==> config.mk <==
export PLATFORM = sky130hd
export DESIGN_NAME = flash_sample_reader
export DESIGN_NICKNAME = d
export VERILOG_FILES = /design/src/rtl/flash_sample_reader.sv
export SDC_FILE = /design/constraint.sdc
export NUM_CORES = 1
export LEC_CHECK = 0
export ABC_AREA = 1
export CAP_MARGIN = 20
export CORE_MARGIN = 2
export CORE_UTILIZATION = 57
export CTS_BUF_LIST = sky130_fd_sc_hd__clkbuf_4
export DETAILED_ROUTE_END_ITERATION = 6
export PLACE_DENSITY = 0.82
export RECOVER_POWER = 100
export SETUP_SLACK_MARGIN = 0.3
export SLEW_MARGIN = 15
export SYNTH_ARGS = -nofsm -noshare
export SYNTH_HDL_FRONTEND = slang
export SYNTH_SLANG_ARGS = --single-unit
==> constraint.sdc <==
create_clock -name clk -period 2.8 [get_ports clk]
set_clock_uncertainty 0.15 [all_clocks]
set_input_delay 0.84 -clock clk [delete_from_list [all_inputs] [get_ports clk]]
set_output_delay 0.84 -clock clk [all_outputs]
set_load 0.02 [all_outputs]
==> src/rtl/flash_sample_reader.sv <==
// rtl/flash_sample_reader.sv - Avalon-MM flash word reader that splits words into a 16-bit sample stream
// Optional continuous playback: define FLASH_READER_LOOP_EN.
module flash_sample_reader #(
  parameter logic [22:0] START_ADDR = 23'h000000,
  parameter logic [22:0] END_ADDR   = 23'h1FFFFF,
  parameter int          FIFO_DEPTH = 4
) (
  input  logic        clk,
  input  logic        reset_n,
  input  logic        start,
  output logic        flash_mem_read,
  output logic [22:0] flash_mem_address,
  output logic [3:0]  flash_mem_byteenable,
  output logic        flash_mem_burstcount,
  input  logic        flash_mem_waitrequest,
  input  logic [31:0] flash_mem_readdata,
  input  logic        flash_mem_readdatavalid,
  output logic [15:0] sample_data,
  output logic        sample_valid,
  input  logic        sample_ready,
  output logic        busy,
  output logic        done
);

  localparam int PW = (FIFO_DEPTH > 1) ? $clog2(FIFO_DEPTH) : 1;
  localparam int CW = PW + 1;

  typedef enum logic [2:0] {
    S_IDLE, S_CHECK, S_REQ, S_WAIT, S_PUSH_LO, S_PUSH_HI, S_END
  } state_t;

  state_t        state, state_nxt;
  logic [22:0]   addr;
  logic [31:0]   rd_word;
  logic [15:0]   fifo_mem [FIFO_DEPTH];
  logic [PW-1:0] wr_ptr, rd_ptr;
  logic [CW-1:0] count;
  logic          fifo_wr, fifo_pop, has_space;
  logic [15:0]   fifo_wdata;

  // Each word produces two samples, so a request is only issued with two free slots.
  assign has_space = (CW'(FIFO_DEPTH) - count) >= CW'(2);
  assign fifo_pop  = sample_valid && sample_ready;

  always_ff @(posedge clk or negedge reset_n) begin
    if (!reset_n) state <= S_IDLE;
    else          state <= state_nxt;
  end

  always_comb begin
    state_nxt = state;
    case (state)
      S_IDLE:    if (start) state_nxt = S_CHECK;
      S_CHECK:   if (has_space) state_nxt = S_REQ;
      S_REQ:     if (!flash_mem_waitrequest) state_nxt = S_WAIT;
      S_WAIT:    if (flash_mem_readdatavalid) state_nxt = S_PUSH_LO;
      S_PUSH_LO: state_nxt = S_PUSH_HI;
      S_PUSH_HI: state_nxt = (addr == END_ADDR) ? S_END : S_CHECK;
`ifdef FLASH_READER_LOOP_EN
      S_END:     state_nxt = S_CHECK;
`else
      S_END:     state_nxt = S_IDLE;
`endif
      default:   state_nxt = S_IDLE;
    endcase
  end

  always_comb begin
    flash_mem_read = (state == S_REQ);
    busy           = (state != S_IDLE);
    done           = (state == S_END);
    fifo_wr        = (state == S_PUSH_LO) || (state == S_PUSH_HI);
    fifo_wdata     = (state == S_PUSH_HI) ? rd_word[31:16] : rd_word[15:0];
  end

  assign flash_mem_address    = addr;
  assign flash_mem_byteenable = 4'b1111;
  assign flash_mem_burstcount = 1'b1;

  always_ff @(posedge clk or negedge reset_n) begin
    if (!reset_n) begin
      addr    <= START_ADDR;
      rd_word <= '0;
    end else begin
      if (state == S_WAIT && flash_mem_readdatavalid) rd_word <= flash_mem_readdata;
      if (state == S_PUSH_HI && addr != END_ADDR) addr <= addr + 23'd1;
      if (state == S_END) addr <= START_ADDR;
    end
  end

  // First-word-fall-through sample FIFO; pointers wrap naturally at a power-of-2 depth.
  always_ff @(posedge clk or negedge reset_n) begin
    if (!reset_n) begin
      wr_ptr <= '0;
      rd_ptr <= '0;
      count  <= '0;
      for (int i = 0; i < FIFO_DEPTH; i++) fifo_mem[i] <= '0;
    end else begin
      if (fifo_wr) begin
        fifo_mem[wr_ptr] <= fifo_wdata;
        wr_ptr           <= wr_ptr + PW'(1);
      end
      if (fifo_pop) rd_ptr <= rd_ptr + PW'(1);
      case ({fifo_wr, fifo_pop})
        2'b10:   count <= count + CW'(1);
        2'b01:   count <= count - CW'(1);
        default: count <= count;
      endcase
    end
  end

  assign sample_valid = (count != '0);
  assign sample_data  = sample_valid ? fifo_mem[rd_ptr] : 16'h0000;

endmodule
==> impl_results.md <==
* Outcome: finished, final reports clean
* Setup Crit Path Kind: register to output pin
* # rows at 39
* Unrepaired setup endpoints after global routing: true
* Clock tree buffer depth at 2
* Area occupied by multi-input gates at 2948 sq um
* Internal at 4.883 mW
* Fin area at 7954 sq um
* Initial DRC Count at 346
* Vias after detailed routing at 5582
* Post-cts hold buffer count at 0
* Final period utilization at 99.63%
* Initial core utilization at 58.05%
* Routed Antenna Nets at 0
* WL per Instance at 16.73 um
* Setup WS post-layout at 0.01039 ns
* Placed Area at 7547 sq um
* GPL Wtd Cong at 0.8961
* Setup TNS at 0 ns
* Hold Path Class: register to register
* Place WS at -0.1085 ns
* Predominant post-synthesis flop cell: dfrtp_1
* Hold Startpoint: rd_word[11]
* Reg power frac at 36.4%
* Fin. max-slew vios at 0
* Worst Setup SP: rd_ptr[0]
* Worst Setup End Kind: output pin
* Crit start category: register
* Endpoints failing hold at 0
* H-tree Lvls at 4
* Die ar. at 12400 sq um
* Sw Ratio at 41.22%
* Worst skew pair latency at 0.54 ns
* Most numerous cell in the Yosys netlist: nand2_1
* Count of cell types in the netlist at 34
* Part of the Yosys area used for sequential elements at 49.12%
* Worst path cell trace: buf_12 > a21oi_1 > o21ai_1 > a21oi_2 > buf_4
* Worst vdd ir at 0.0007564 V
* Drt first pass iters at 5
* Tmin final at 2.790 ns
* Fraction of synthesis flops using an asynchronous set or reset pin at 100.0%
* Reg clk slew, reported paths at 0.11 ns
* Synth top area share at 49.12%
* Top cells by count, synth: 187 x nand2_1, 129 x dfrtp_1, 72 x o21ai_0
* Register area at 3232 sq um
* Final wirelength at 16680 um
* Die X at 111.4 um
* Final number of setup-violating endpoints at 0
* Syn Inst Count at 743
* Port buffer count at 80
* CP max-delay cell: dfrtp_2
* Worst-Margin Slew at 1.176 ns
* Share of cells above drive strength 1 at 18.74%
* Initial antenna violation count at 0
* Clock Sinks at 129
* Fill cells at 821
* Switching pwr at 3.425 mW
* PD cells at 1045 nW/um^2
* CTS tree: done
* Power share of the combinational group at 49.0%
* Cell family with most CP delay: flip-flops
* ANT cells at 0
* Max incr delay on CP at 0.47 ns
* Final Net Count at 890
* Clock Power Share at 14.6%
* Ys Warns at 0
* Worst EP arrival at 1.80 ns
* I/O pins at 86
* Slew headroom at 21.58%
* Residual DRC count at 0
* Syn avg cell area at 8.844 sq um
* First-pass GRT wire length at 27410 um
* Total GRT Usage at 27.72%
* WP data required at 1.81 ns
* Static leakage at 3.763 nW
* Chip height at 111.4 um
* Max_cap viols at 0
* Synth area leaders: dfrtp_1 49%, nand2_1 11%, o21ai_0 5.5%
* Max Freq at 358.5 MHz
* Final Total Pwr at 8.308 mW
* CTS root buf: clkbuf_4
* Area delta synth->final at 21.04%
* Post-synth EDFFs at 0
* Core area at 11320 sq um
* Largest net degree at the start of global routing at 47
* Synth area leader: dfrtp_1
* Via-to-Cell Ratio at 5.599
* Grt ovf at 0
* Post-DP HPWL at 11230 um
* Crit-path max FO at 24
* RR Startpoint: flash_mem_address[0]
* Number of synthesized register bits at 129
* Vias in the first global route at 5644
* Reg-to-reg setup timing slack at 0.19 ns
* CP bufs+invs at 2
* Post-synthesis cell area at 6571 sq um
* CTS Buf Count at 17
## state kept, by name (all words and copies together) (netlist names)
signal             cells
fifo_mem              64
rd_word               32
flash_mem_address     23
count                  3
state                  3
rd_ptr                 2
wr_ptr                 2
## what timing repair did
item	in CTS	in global routing
gates resized for setup	176	31
gates cloned	2	0
hold endpoints to repair	0	0
endpoints found under the setup margin	45	21
pin swaps	2	3
buffers inserted	10	2
## power by group through the flow
stage / combinational (mW) / sequential [mW] / clock, mW
3_3_place_gp: 3.35 / 2.99 / 0
6_report: 4.07 / 3.03 / 1.21
2_1_floorplan: 2.33 / 2.90 / 0
3_5_place_dp: 3.52 / 3.04 / 0
4_1_cts: 3.93 / 3.00 / 1.22
5_1_grt: 4.39 / 3.10 / 1.29
## layout make-up
cell class | instances | share of cell area, %
Clock inverter | 12 | 1.494
Sequential cell | 129 | 40.63
Inverter | 73 | 3.602
Multi-Input combinational cell | 508 | 37.06
Tap cell | 143 | 2.249
Timing Repair Buffer | 113 | 13.17
Clock buffer | 19 | 1.793
## routing by layer
layer	up-vias	wire length [um]	GRT usage (%)
met4	0	364	10.78
met1	2728	6888	35.31
met5	-	0	0
li1	2592	-	-
met3	37	1008	5.716
met2	225	8421	46.91
## kinds of logic after synthesis
| kind of cell | synth area share [%] |
|---|---|
| XOR/XNOR | 2.133 |
| AND/OR/NAND/NOR | 18.72 |
| other | 0.05707 |
| multiplexers | 10.80 |
| adder cells (fa/ha/maj) | 2.018 |
| flip-flops | 49.12 |
| buffers and inverters | 7.426 |
| AO/OA/AOI/OAI | 9.730 |
## through the flow
step	hold slack (ns)	std cells	util [%]
6_report	0.3499	997	70.26
5_1_grt	0.3646	997	70.26
4_1_cts	0.1388	995	70.63
3_5_place_dp	0.3227	952	66.67
3_3_place_gp	0.3117	952	66.67
2_1_floorplan	0.2965	747	-
## worst paths after layout
path                                    endpoint  cells past startpoint
max                               sample_data[8]                      5
min                                  rd_word[11]                      1
max reg2reg                flash_mem_address[16]                     11
min reg2reg                          rd_word[11]                      1
max in group asynchronous            rd_word[20]                      2
min in group asynchronous           fifo_mem[34]                      1
## cell usage in the layout (no fill, tap or decap), types with 2 or more instances in the layout
master           netlist  final
inv_2                  6      7
a21oi_1               51     27
clkinvlp_4             0      7
nor2_1                46     49
buf_12                 1      4
a21oi_2                1     25
ha_1                   9      7
clkinv_2               0      2
o21ai_1                0     20
nand4_1               11     11
dfrtp_2                0      3
inv_4                  0      2
nor2_2                 3      4
nor3_1                 3      4
xnor2_1                2      2
nand3_1               23     23
nand2_1              187    192
dlygate4sd2_1          0     23
clkbuf_2               0      6
o21bai_1               2      2
dfrtp_1              129    126
ha_4                   0      2
clkbuf_1              15      6
clkbuf_4               0     20
mux2_1                32     33
xor2_1                14     14
bufinv_16              0      2
o21ai_2                0      5
conb_1                 1      5
clkinv_1               0      3
o21ai_0               72     47
nand3_2                2      2
clkdlybuf4s50_1        0     36
buf_4                  9     26
mux2_2                31     30
buf_6                  1      8
buf_16                 0      2
inv_1                 66     62
Note: power is estimated with default switching activity, not from simulation.
